## src/rtl/rv_isa_pkg.sv

```systemverilog
// RV32I encoding constants shared by the instruction assembler.
package rv_isa_pkg;

  localparam logic [6:0] OP_LOAD   = 7'b0000011;
  localparam logic [6:0] OP_IMM    = 7'b0010011;
  localparam logic [6:0] OP_JALR   = 7'b1100111;
  localparam logic [6:0] OP_STORE  = 7'b0100011;
  localparam logic [6:0] OP_BRANCH = 7'b1100011;
  localparam logic [6:0] OP_JAL    = 7'b1101111;
  localparam logic [6:0] OP_LUI    = 7'b0110111;
  localparam logic [6:0] OP_REG    = 7'b0110011;

  typedef enum logic [2:0] {
    FMT_I,
    FMT_S,
    FMT_SB,
    FMT_UJ,
    FMT_U,
    FMT_R,
    FMT_BAD
  } fmt_e;

  // addi x0,x0,0 -- emitted in place of any rejected request
  localparam logic [31:0] NOP = 32'h00000013;

  localparam logic [1:0] ERR_OK     = 2'd0;
  localparam logic [1:0] ERR_OPCODE = 2'd1;
  localparam logic [1:0] ERR_RANGE  = 2'd2;
  localparam logic [1:0] ERR_ALIGN  = 2'd3;

  // Signed inclusive range test on the raw 32-bit immediate
  function automatic logic in_range(input logic signed [31:0] v,
                                    input logic signed [31:0] lo,
                                    input logic signed [31:0] hi);
    return (v >= lo) && (v <= hi);
  endfunction

endpackage

```

## src/rtl/instr_encoder_if.sv

```systemverilog
// Request/response bundle for the instruction assembler, plus its counters.
interface instr_encoder_if #(
  parameter int CNT_W = 16
);
  logic             in_valid;
  logic             in_ready;
  logic [6:0]       in_opcode;
  logic [4:0]       in_rd;
  logic [4:0]       in_rs1;
  logic [4:0]       in_rs2;
  logic [2:0]       in_funct3;
  logic [6:0]       in_funct7;
  logic [31:0]      in_imm;
  logic             out_valid;
  logic             out_ready;
  logic [31:0]      out_instr;
  logic [1:0]       out_err;
  logic [CNT_W-1:0] cnt_ok;
  logic [CNT_W-1:0] cnt_err;

  modport slave (
    input  in_valid, in_opcode, in_rd, in_rs1, in_rs2, in_funct3, in_funct7, in_imm,
    input  out_ready,
    output in_ready, out_valid, out_instr, out_err, cnt_ok, cnt_err
  );

  modport master (
    output in_valid, in_opcode, in_rd, in_rs1, in_rs2, in_funct3, in_funct7, in_imm,
    output out_ready,
    input  in_ready, out_valid, out_instr, out_err, cnt_ok, cnt_err
  );
endinterface

```

## src/rtl/instr_fmt_chk.sv

```systemverilog
// Classifies an opcode into its encoding format and validates the immediate for it.
module instr_fmt_chk
  import rv_isa_pkg::*;
(
  input  logic [6:0]  i_opcode,
  input  logic [31:0] i_imm,
  output fmt_e        o_fmt,
  output logic [1:0]  o_err
);

  // Format decode and immediate checks; range violations take priority over alignment
  always_comb begin
    o_fmt = FMT_BAD;
    o_err = ERR_OPCODE;
    case (i_opcode)
      OP_LOAD, OP_IMM, OP_JALR: begin
        o_fmt = FMT_I;
        o_err = in_range(i_imm, -32'sd2048, 32'sd2047) ? ERR_OK : ERR_RANGE;
      end
      OP_STORE: begin
        o_fmt = FMT_S;
        o_err = in_range(i_imm, -32'sd2048, 32'sd2047) ? ERR_OK : ERR_RANGE;
      end
      OP_BRANCH: begin
        o_fmt = FMT_SB;
        if (!in_range(i_imm, -32'sd4096, 32'sd4094)) o_err = ERR_RANGE;
        else if (i_imm[0])                           o_err = ERR_ALIGN;
        else                                         o_err = ERR_OK;
      end
      OP_JAL: begin
        o_fmt = FMT_UJ;
        if (!in_range(i_imm, -32'sd1048576, 32'sd1048574)) o_err = ERR_RANGE;
        else if (i_imm[0])                                 o_err = ERR_ALIGN;
        else                                               o_err = ERR_OK;
      end
      OP_LUI: begin
        o_fmt = FMT_U;
        o_err = (i_imm[11:0] != 12'd0) ? ERR_ALIGN : ERR_OK;
      end
      OP_REG: begin
        o_fmt = FMT_R;
        o_err = ERR_OK;
      end
      default: begin
        o_fmt = FMT_BAD;
        o_err = ERR_OPCODE;
      end
    endcase
  end

endmodule

```

## src/rtl/instr_encoder.sv

```systemverilog
// Two-stage streaming RV32I assembler: stage 1 registers fields and the check result,
// stage 2 holds the packed word until the consumer takes it.
module instr_encoder
  import rv_isa_pkg::*;
#(
  parameter int CNT_W = 16
) (
  input  logic          clk,
  input  logic          reset,
  instr_encoder_if.slave bus
);

  logic             w_s1_adv;
  logic             w_s2_adv;
  fmt_e             w_fmt;
  logic [1:0]       w_err;
  logic [31:0]      w_packed;

  logic             r_s1_valid;
  logic [6:0]       r_s1_opcode;
  logic [4:0]       r_s1_rd;
  logic [4:0]       r_s1_rs1;
  logic [4:0]       r_s1_rs2;
  logic [2:0]       r_s1_f3;
  logic [6:0]       r_s1_f7;
  logic [31:0]      r_s1_imm;
  fmt_e             r_s1_fmt;
  logic [1:0]       r_s1_err;

  logic             r_s2_valid;
  logic [31:0]      r_s2_instr;
  logic [1:0]       r_s2_err;

  logic [CNT_W-1:0] r_cnt_ok;
  logic [CNT_W-1:0] r_cnt_err;

  instr_fmt_chk u_fmt_chk (
    .i_opcode (bus.in_opcode),
    .i_imm    (bus.in_imm),
    .o_fmt    (w_fmt),
    .o_err    (w_err)
  );

  // A stage may load when it is empty or its content moves on this cycle
  assign w_s2_adv     = ~r_s2_valid | bus.out_ready;
  assign w_s1_adv     = ~r_s1_valid | w_s2_adv;
  assign bus.in_ready = w_s1_adv;

  // Stage 1: capture request fields together with the decoded format and error
  always_ff @(posedge clk or posedge reset) begin
    if (reset) begin
      r_s1_valid  <= 1'b0;
      r_s1_opcode <= '0;
      r_s1_rd     <= '0;
      r_s1_rs1    <= '0;
      r_s1_rs2    <= '0;
      r_s1_f3     <= '0;
      r_s1_f7     <= '0;
      r_s1_imm    <= '0;
      r_s1_fmt    <= FMT_BAD;
      r_s1_err    <= ERR_OK;
    end else if (w_s1_adv) begin
      r_s1_valid <= bus.in_valid;
      if (bus.in_valid) begin
        r_s1_opcode <= bus.in_opcode;
        r_s1_rd     <= bus.in_rd;
        r_s1_rs1    <= bus.in_rs1;
        r_s1_rs2    <= bus.in_rs2;
        r_s1_f3     <= bus.in_funct3;
        r_s1_f7     <= bus.in_funct7;
        r_s1_imm    <= bus.in_imm;
        r_s1_fmt    <= w_fmt;
        r_s1_err    <= w_err;
      end
    end
  end

  // Scatter immediate bits into the layout for the decoded format; rejected requests become NOP
  always_comb begin
    w_packed = NOP;
    if (r_s1_err == ERR_OK) begin
      case (r_s1_fmt)
        FMT_I:  w_packed = {r_s1_imm[11:0], r_s1_rs1, r_s1_f3, r_s1_rd, r_s1_opcode};
        FMT_S:  w_packed = {r_s1_imm[11:5], r_s1_rs2, r_s1_rs1, r_s1_f3, r_s1_imm[4:0], r_s1_opcode};
        FMT_SB: w_packed = {r_s1_imm[12], r_s1_imm[10:5], r_s1_rs2, r_s1_rs1, r_s1_f3,
                            r_s1_imm[4:1], r_s1_imm[11], r_s1_opcode};
        FMT_UJ: w_packed = {r_s1_imm[20], r_s1_imm[10:1], r_s1_imm[11], r_s1_imm[19:12],
                            r_s1_rd, r_s1_opcode};
        FMT_U:  w_packed = {r_s1_imm[31:12], r_s1_rd, r_s1_opcode};
        FMT_R:  w_packed = {r_s1_f7, r_s1_rs2, r_s1_rs1, r_s1_f3, r_s1_rd, r_s1_opcode};
        default: w_packed = NOP;
      endcase
    end
  end

  // Stage 2: output register, held while the consumer stalls
  always_ff @(posedge clk or posedge reset) begin
    if (reset) begin
      r_s2_valid <= 1'b0;
      r_s2_instr <= '0;
      r_s2_err   <= ERR_OK;
    end else if (w_s2_adv) begin
      r_s2_valid <= r_s1_valid;
      if (r_s1_valid) begin
        r_s2_instr <= w_packed;
        r_s2_err   <= r_s1_err;
      end
    end
  end

  // Saturating handoff counters, split by outcome
  always_ff @(posedge clk or posedge reset) begin
    if (reset) begin
      r_cnt_ok  <= '0;
      r_cnt_err <= '0;
    end else if (r_s2_valid && bus.out_ready) begin
      if (r_s2_err == ERR_OK) begin
        if (r_cnt_ok != '1) r_cnt_ok <= r_cnt_ok + CNT_W'(1);
      end else begin
        if (r_cnt_err != '1) r_cnt_err <= r_cnt_err + CNT_W'(1);
      end
    end
  end

  assign bus.out_valid = r_s2_valid;
  assign bus.out_instr = r_s2_instr;
  assign bus.out_err   = r_s2_err;
  assign bus.cnt_ok    = r_cnt_ok;
  assign bus.cnt_err   = r_cnt_err;

endmodule

```

## src/flat_wrapper.sv

```systemverilog
// flat-port wrapper written by rule: the top's interface ports become plain ports
module instr_encoder_flat import rv_isa_pkg::*;
#(
  parameter int CNT_W = 16
)
  (clk, reset, bus_in_valid, bus_in_opcode, bus_in_rd, bus_in_rs1, bus_in_rs2, bus_in_funct3, bus_in_funct7, bus_in_imm, bus_out_ready, bus_in_ready, bus_out_valid, bus_out_instr, bus_out_err, bus_cnt_ok, bus_cnt_err);
  instr_encoder_if #(.CNT_W(CNT_W)) bus_i ();
  input  logic clk;
  input  logic reset;
  input wire logic [$bits(bus_i.in_valid)-1:0] bus_in_valid;
  input wire logic [$bits(bus_i.in_opcode)-1:0] bus_in_opcode;
  input wire logic [$bits(bus_i.in_rd)-1:0] bus_in_rd;
  input wire logic [$bits(bus_i.in_rs1)-1:0] bus_in_rs1;
  input wire logic [$bits(bus_i.in_rs2)-1:0] bus_in_rs2;
  input wire logic [$bits(bus_i.in_funct3)-1:0] bus_in_funct3;
  input wire logic [$bits(bus_i.in_funct7)-1:0] bus_in_funct7;
  input wire logic [$bits(bus_i.in_imm)-1:0] bus_in_imm;
  input wire logic [$bits(bus_i.out_ready)-1:0] bus_out_ready;
  output wire logic [$bits(bus_i.in_ready)-1:0] bus_in_ready;
  output wire logic [$bits(bus_i.out_valid)-1:0] bus_out_valid;
  output wire logic [$bits(bus_i.out_instr)-1:0] bus_out_instr;
  output wire logic [$bits(bus_i.out_err)-1:0] bus_out_err;
  output wire logic [$bits(bus_i.cnt_ok)-1:0] bus_cnt_ok;
  output wire logic [$bits(bus_i.cnt_err)-1:0] bus_cnt_err;
  assign bus_i.in_valid = bus_in_valid;
  assign bus_i.in_opcode = bus_in_opcode;
  assign bus_i.in_rd = bus_in_rd;
  assign bus_i.in_rs1 = bus_in_rs1;
  assign bus_i.in_rs2 = bus_in_rs2;
  assign bus_i.in_funct3 = bus_in_funct3;
  assign bus_i.in_funct7 = bus_in_funct7;
  assign bus_i.in_imm = bus_in_imm;
  assign bus_i.out_ready = bus_out_ready;
  assign bus_in_ready = bus_i.in_ready;
  assign bus_out_valid = bus_i.out_valid;
  assign bus_out_instr = bus_i.out_instr;
  assign bus_out_err = bus_i.out_err;
  assign bus_cnt_ok = bus_i.cnt_ok;
  assign bus_cnt_err = bus_i.cnt_err;
  instr_encoder #(.CNT_W(CNT_W)) u_core (.clk(clk), .reset(reset), .bus(bus_i));
endmodule
```

## config.mk

```make
export PLATFORM = sky130hd
export DESIGN_NAME = instr_encoder_flat
export DESIGN_NICKNAME = d
export VERILOG_FILES = /design/src/rtl/rv_isa_pkg.sv /design/src/rtl/instr_encoder_if.sv /design/src/rtl/instr_fmt_chk.sv /design/src/rtl/instr_encoder.sv /design/src/flat_wrapper.sv
export SDC_FILE = /design/constraint.sdc
export NUM_CORES = 1
export LEC_CHECK = 0
export CAP_MARGIN = 0
export CORE_MARGIN = 2
export CORE_UTILIZATION = 38
export CTS_CLUSTER_SIZE = 8
export DETAILED_ROUTE_END_ITERATION = 7
export HOLD_SLACK_MARGIN = 0.05
export PLACE_DENSITY = 0.69
export SLEW_MARGIN = 20
export SYNTH_ARGS = -nofsm -noshare
export SYNTH_HDL_FRONTEND = slang
export SYNTH_SLANG_ARGS = --single-unit
export TNS_END_PERCENT = 5
```

## constraint.sdc

```tcl
create_clock -name clk -period 6.8 [get_ports clk]
set_input_delay 1.36 -clock clk [delete_from_list [all_inputs] [get_ports clk]]
set_output_delay 1.36 -clock clk [all_outputs]
set_load 0.01 [all_outputs]
```

==> results.md <==
- N_diodes: 0
- Antenna Violating Nets Remaining: 0
- P&R area growth vs syn: 34.97%
- Row count: 46
- M1 wire length: 7106 um
- Gpl congestion: 0.8904
- Synth Area in Compound Gates: 11.18%
- Total GRT Usage: between 10% and 20%
- Mux cell area share after synthesis: 8.884%
- Hold_buf cts: 0
- Syn Inst Count: 591
- Worst hold-check path type: flop to flop
- PostCTS Resize Cnt: 0
- Worst Path Arrival: 2.61 ns
- HPWL Detailed: 11,750 um
- Total CTS buffers: 17
- Dpl cells: 920
- Syn Nets: 661
- Pwr Density: 280.3 mW/mm2
- Max-slew violations: 0
- Crit-path max FO: 4
- Final period util: 58.33%
- WP buf/inv: 2
- #FFs+latches synth: ~140
- Buffers on Ports: 135
- Minimum clock period after layout: 3.966 ns
- Crit path depth: 3
- Setup_tns: 0 ns
- Syn avg cell area: 10.53 um2
- Highest Signal Layer: met4
- Leakage: 0.003541 uW
- Initial core utilization: 39.04%
- Worst path cell trace: clkdlybuf4s50_1 > nand3b_1 > clkdlybuf4s50_1
- First-pass GRT wire length: 26,630 um
- Final Hold Vio Count: 0
- Relative slew slack: ~34%
- Warnings from Yosys: 0
- R2R Path Start: u_core.r_s1_fmt[0]$_DFFE_PP0P_
- Clock sink count: about 140
- Vias in the first global route: 5,131
- Sequential fraction of the synthesis area: a little under three fifths
- WL final: between 15,000 and 20,000 um
- Main combinational cell family by area after synthesis: simple AND/OR/NAND/NOR gates
- Top cell by count, worst path: clkdlybuf4s50_1
- CP Launch Type: input pin
- CTS tree: yes
- Initial antenna violation count: 0
- Critical Path End: bus_in_ready
- Post-synthesis xor/xnor area fraction: between 4 and 5%
- Max-cap violations: 0
- GRT Residual Overflow: 0
- Metal3 WL: 836 um
- Finished Layout Cells: 950
- Post-synthesis adder-cell area fraction: less than 1%
- Per-cell routed wire length: 17.21 um
- Post-synth EDFFs: 0
- CP delay by family, top: buffers and inverters
- Slowest stage delay, CP: 0.56 ns
- Vert. Die Dim: 132.0 um
- Layout Nets: 793
- Core footprint: roughly 0.016 mm2
- DRC: 0
- H-tree depth: 4
- Worst path required time: roughly 5.4 ns
- DR pass1 iterations: 6
- Post-CTS Setup Bufs: 0
- Status: finished clean
- First-iteration detailed-routing DRC count: between 300 and 400
- Largest net degree at the start of global routing: 73
- CP Launch Point: bus_out_ready
- Clock Skews: 0.007576 ns
- Final Cell Area: 0.008402 mm2
- Kind of critical path: input pin to output port
- Synth Area in Simple Gates: 17.59%
- CTS Buffer Depth: 2
- RSZ-0062 raised after global routing: no
- Die area: 0.01742 mm2
- Root Buffer: clkbuf_16
- Synth Flop Type: dfrtp_1
- Slew @ Worst Pin: 0.9950 ns
- Worst r2r path cells: 4
- Vias: 5,027
- Mapped Area: 0.006225 mm2
- Die W: 132.0 um
- Placement Cell Area: 0.007761 mm2
- Total power draw: around 2400 uW
- Reg clk slew, reported paths: 0.06 ns
- Crit. End Element: output port
- Routed vias/inst: 5.292
- Worst Hold Margin: 0.4811 ns
- Fmax: 0.2521 GHz
- CP max-delay cell: clkdlybuf4s50_1
- Final setup vio count: 0
- Worst VDD drop: 173.0 uV
- Met2 Wirelength: 7989 um
- Async SR Flop Fraction: 100.0%
- IO Pins: 136
- Worst reg2reg setup slack: roughly 4.5 ns
- Share of layout cells above drive strength 1: 11.85%
- Worst R2R End: u_core.bus.out_instr[16]$_DFFE_PP0P_
- Later-pin clock latency in the skew report: 0.42 ns
- Distinct cell type count of the synthesized netlist: 50
[cell families after synthesis]
group,count (synthesis)
and+or+nand+nor,234
DFF,137
AOI/OAI and AO/OA,102
muxes,50
buffers and inverters,34
xor gates and xnor gates,32
adders and majority gates,2
[synthesized netlist by cell type (all sizes together), types with 2 or more instances]
cell type / number / share of area (%)
nor2: 22 / 1.3
mux2: 42 / 7.6
a211oi: 4 / 0.56
and4: 5 / 0.72
a21oi: 18 / 1.4
a41oi: 2 / 0.28
xnor2: 17 / 2.4
nor3: 12 / 0.96
nor4: 15 / 1.5
a221oi: 2 / 0.28
buf: 11 / 0.94
or2: 5 / 0.50
dfrtp: 135 / 54
dfstp: 2 / 0.84
o22a: 4 / 0.56
nand3b: 3 / 0.36
xor2: 15 / 2.1
clkbuf: 14 / 0.84
nand4: 14 / 1.6
mux2i: 8 / 1.3
o21ai: 24 / 1.9
o211ai: 3 / 0.36
ha: 2 / 0.40
nand2: 129 / 7.8
a22oi: 22 / 2.7
a22o: 10 / 1.4
and3: 3 / 0.30
nand2b: 5 / 0.50
nand3: 13 / 1.0
o22ai: 6 / 0.60
inv: 9 / 0.54
a21boi: 2 / 0.24
and2: 3 / 0.30
[worst min-delay path by stage]
stage / from / depth (start not counted) / endpoint
after CTS: u_core.r_s1_f7[4]$_DFFE_PP0P_ / 2 / u_core.r_s1_f7[4]$_DFFE_PP0P_
after floorplan: u_core.r_s1_f7[0]$_DFFE_PP0P_ / 2 / u_core.r_s1_f7[0]$_DFFE_PP0P_
after global routing: u_core.r_s1_f7[4]$_DFFE_PP0P_ / 2 / u_core.r_s1_f7[4]$_DFFE_PP0P_
after global placement: u_core.r_s1_f7[3]$_DFFE_PP0P_ / 2 / u_core.r_s1_f7[3]$_DFFE_PP0P_
after detailed placement: u_core.r_s1_f7[4]$_DFFE_PP0P_ / 2 / u_core.r_s1_f7[4]$_DFFE_PP0P_
final: u_core.r_s1_f7[3]$_DFFE_PP0P_ / 2 / u_core.r_s1_f7[3]$_DFFE_PP0P_
[state kept, by name, indices dropped and copies added (netlist names)]
name / flops
u_core.r_s1_f3: 3
u_core.bus.out_instr: 32
u_core.r_s1_rd: 5
u_core.r_s1_err: 2
u_core.bus.out_valid: 1
u_core.bus.out_err: 2
u_core.r_s1_opcode: 7
u_core.r_s1_rs1: 5
u_core.r_s1_f7: 7
u_core.r_s1_imm: 32
u_core.bus.cnt_ok: 16
u_core.r_s1_valid: 1
u_core.r_s1_rs2: 5
u_core.bus.cnt_err: 16
u_core.r_s1_fmt: 3
[metrics by stage]
step,utilization [%],setup slack [ns]
after floorplan,-,1.776
after global placement,48.68,2.861
after detailed placement,48.68,2.846
after CTS,52.68,2.840
after global routing,52.70,2.804
final,52.70,2.834
[cells in the final DEF (no fill, tap or decap), drive strengths merged, types with 5 or more instances in the layout]
master	n
mux2	42
nand3	13
o22ai	6
nor2	22
bufinv	5
a22oi	22
dfrtp	135
inv	10
xor2	15
clkdlybuf4s50	135
a22o	10
nand4	14
clkbuf	18
and4	5
nor4	15
mux2i	8
xnor2	17
or2	5
o21ai	24
nand2	129
nor3	12
nand2b	5
a21oi	18
[final cells by class]
| cell class | count | area (um2) |
|---|---|---|
| clock inverters | 12 | 198.9 |
| multi-input cells | 420 | 2653 |
| inverters | 9 | 36.28 |
| repair buffers | 138 | 1374 |
| flip-flops and latches | 137 | 3431 |
| well taps | 216 | 270.3 |
| fillers | 1401 | 7541 |
| clock buffers | 18 | 439.2 |
[tightest hold or removal path: cells and delay by family, from the launching register on]
family / cells / cell delay [ns]
DFF: 1 / 0.34
and+or+nand+nor: 2 / 0.11
[report_power, final]
group          switching (uW)  leakage [uW]  internal [uW]
Clock                     340      0.000300            655
Sequential               88.7       0.00171            907
Combinational             176       0.00153            188
Total                     605       0.00354           1750
[metal layers]
layer  vias to the layer above  GRT usage, %
li1                       2367             -
met1                      2462         24.06
met2                       168         32.12
met3                        30         4.767
met4                         0         7.609
met5                         -             0
Note: power is estimated with default switching activity, not from simulation.
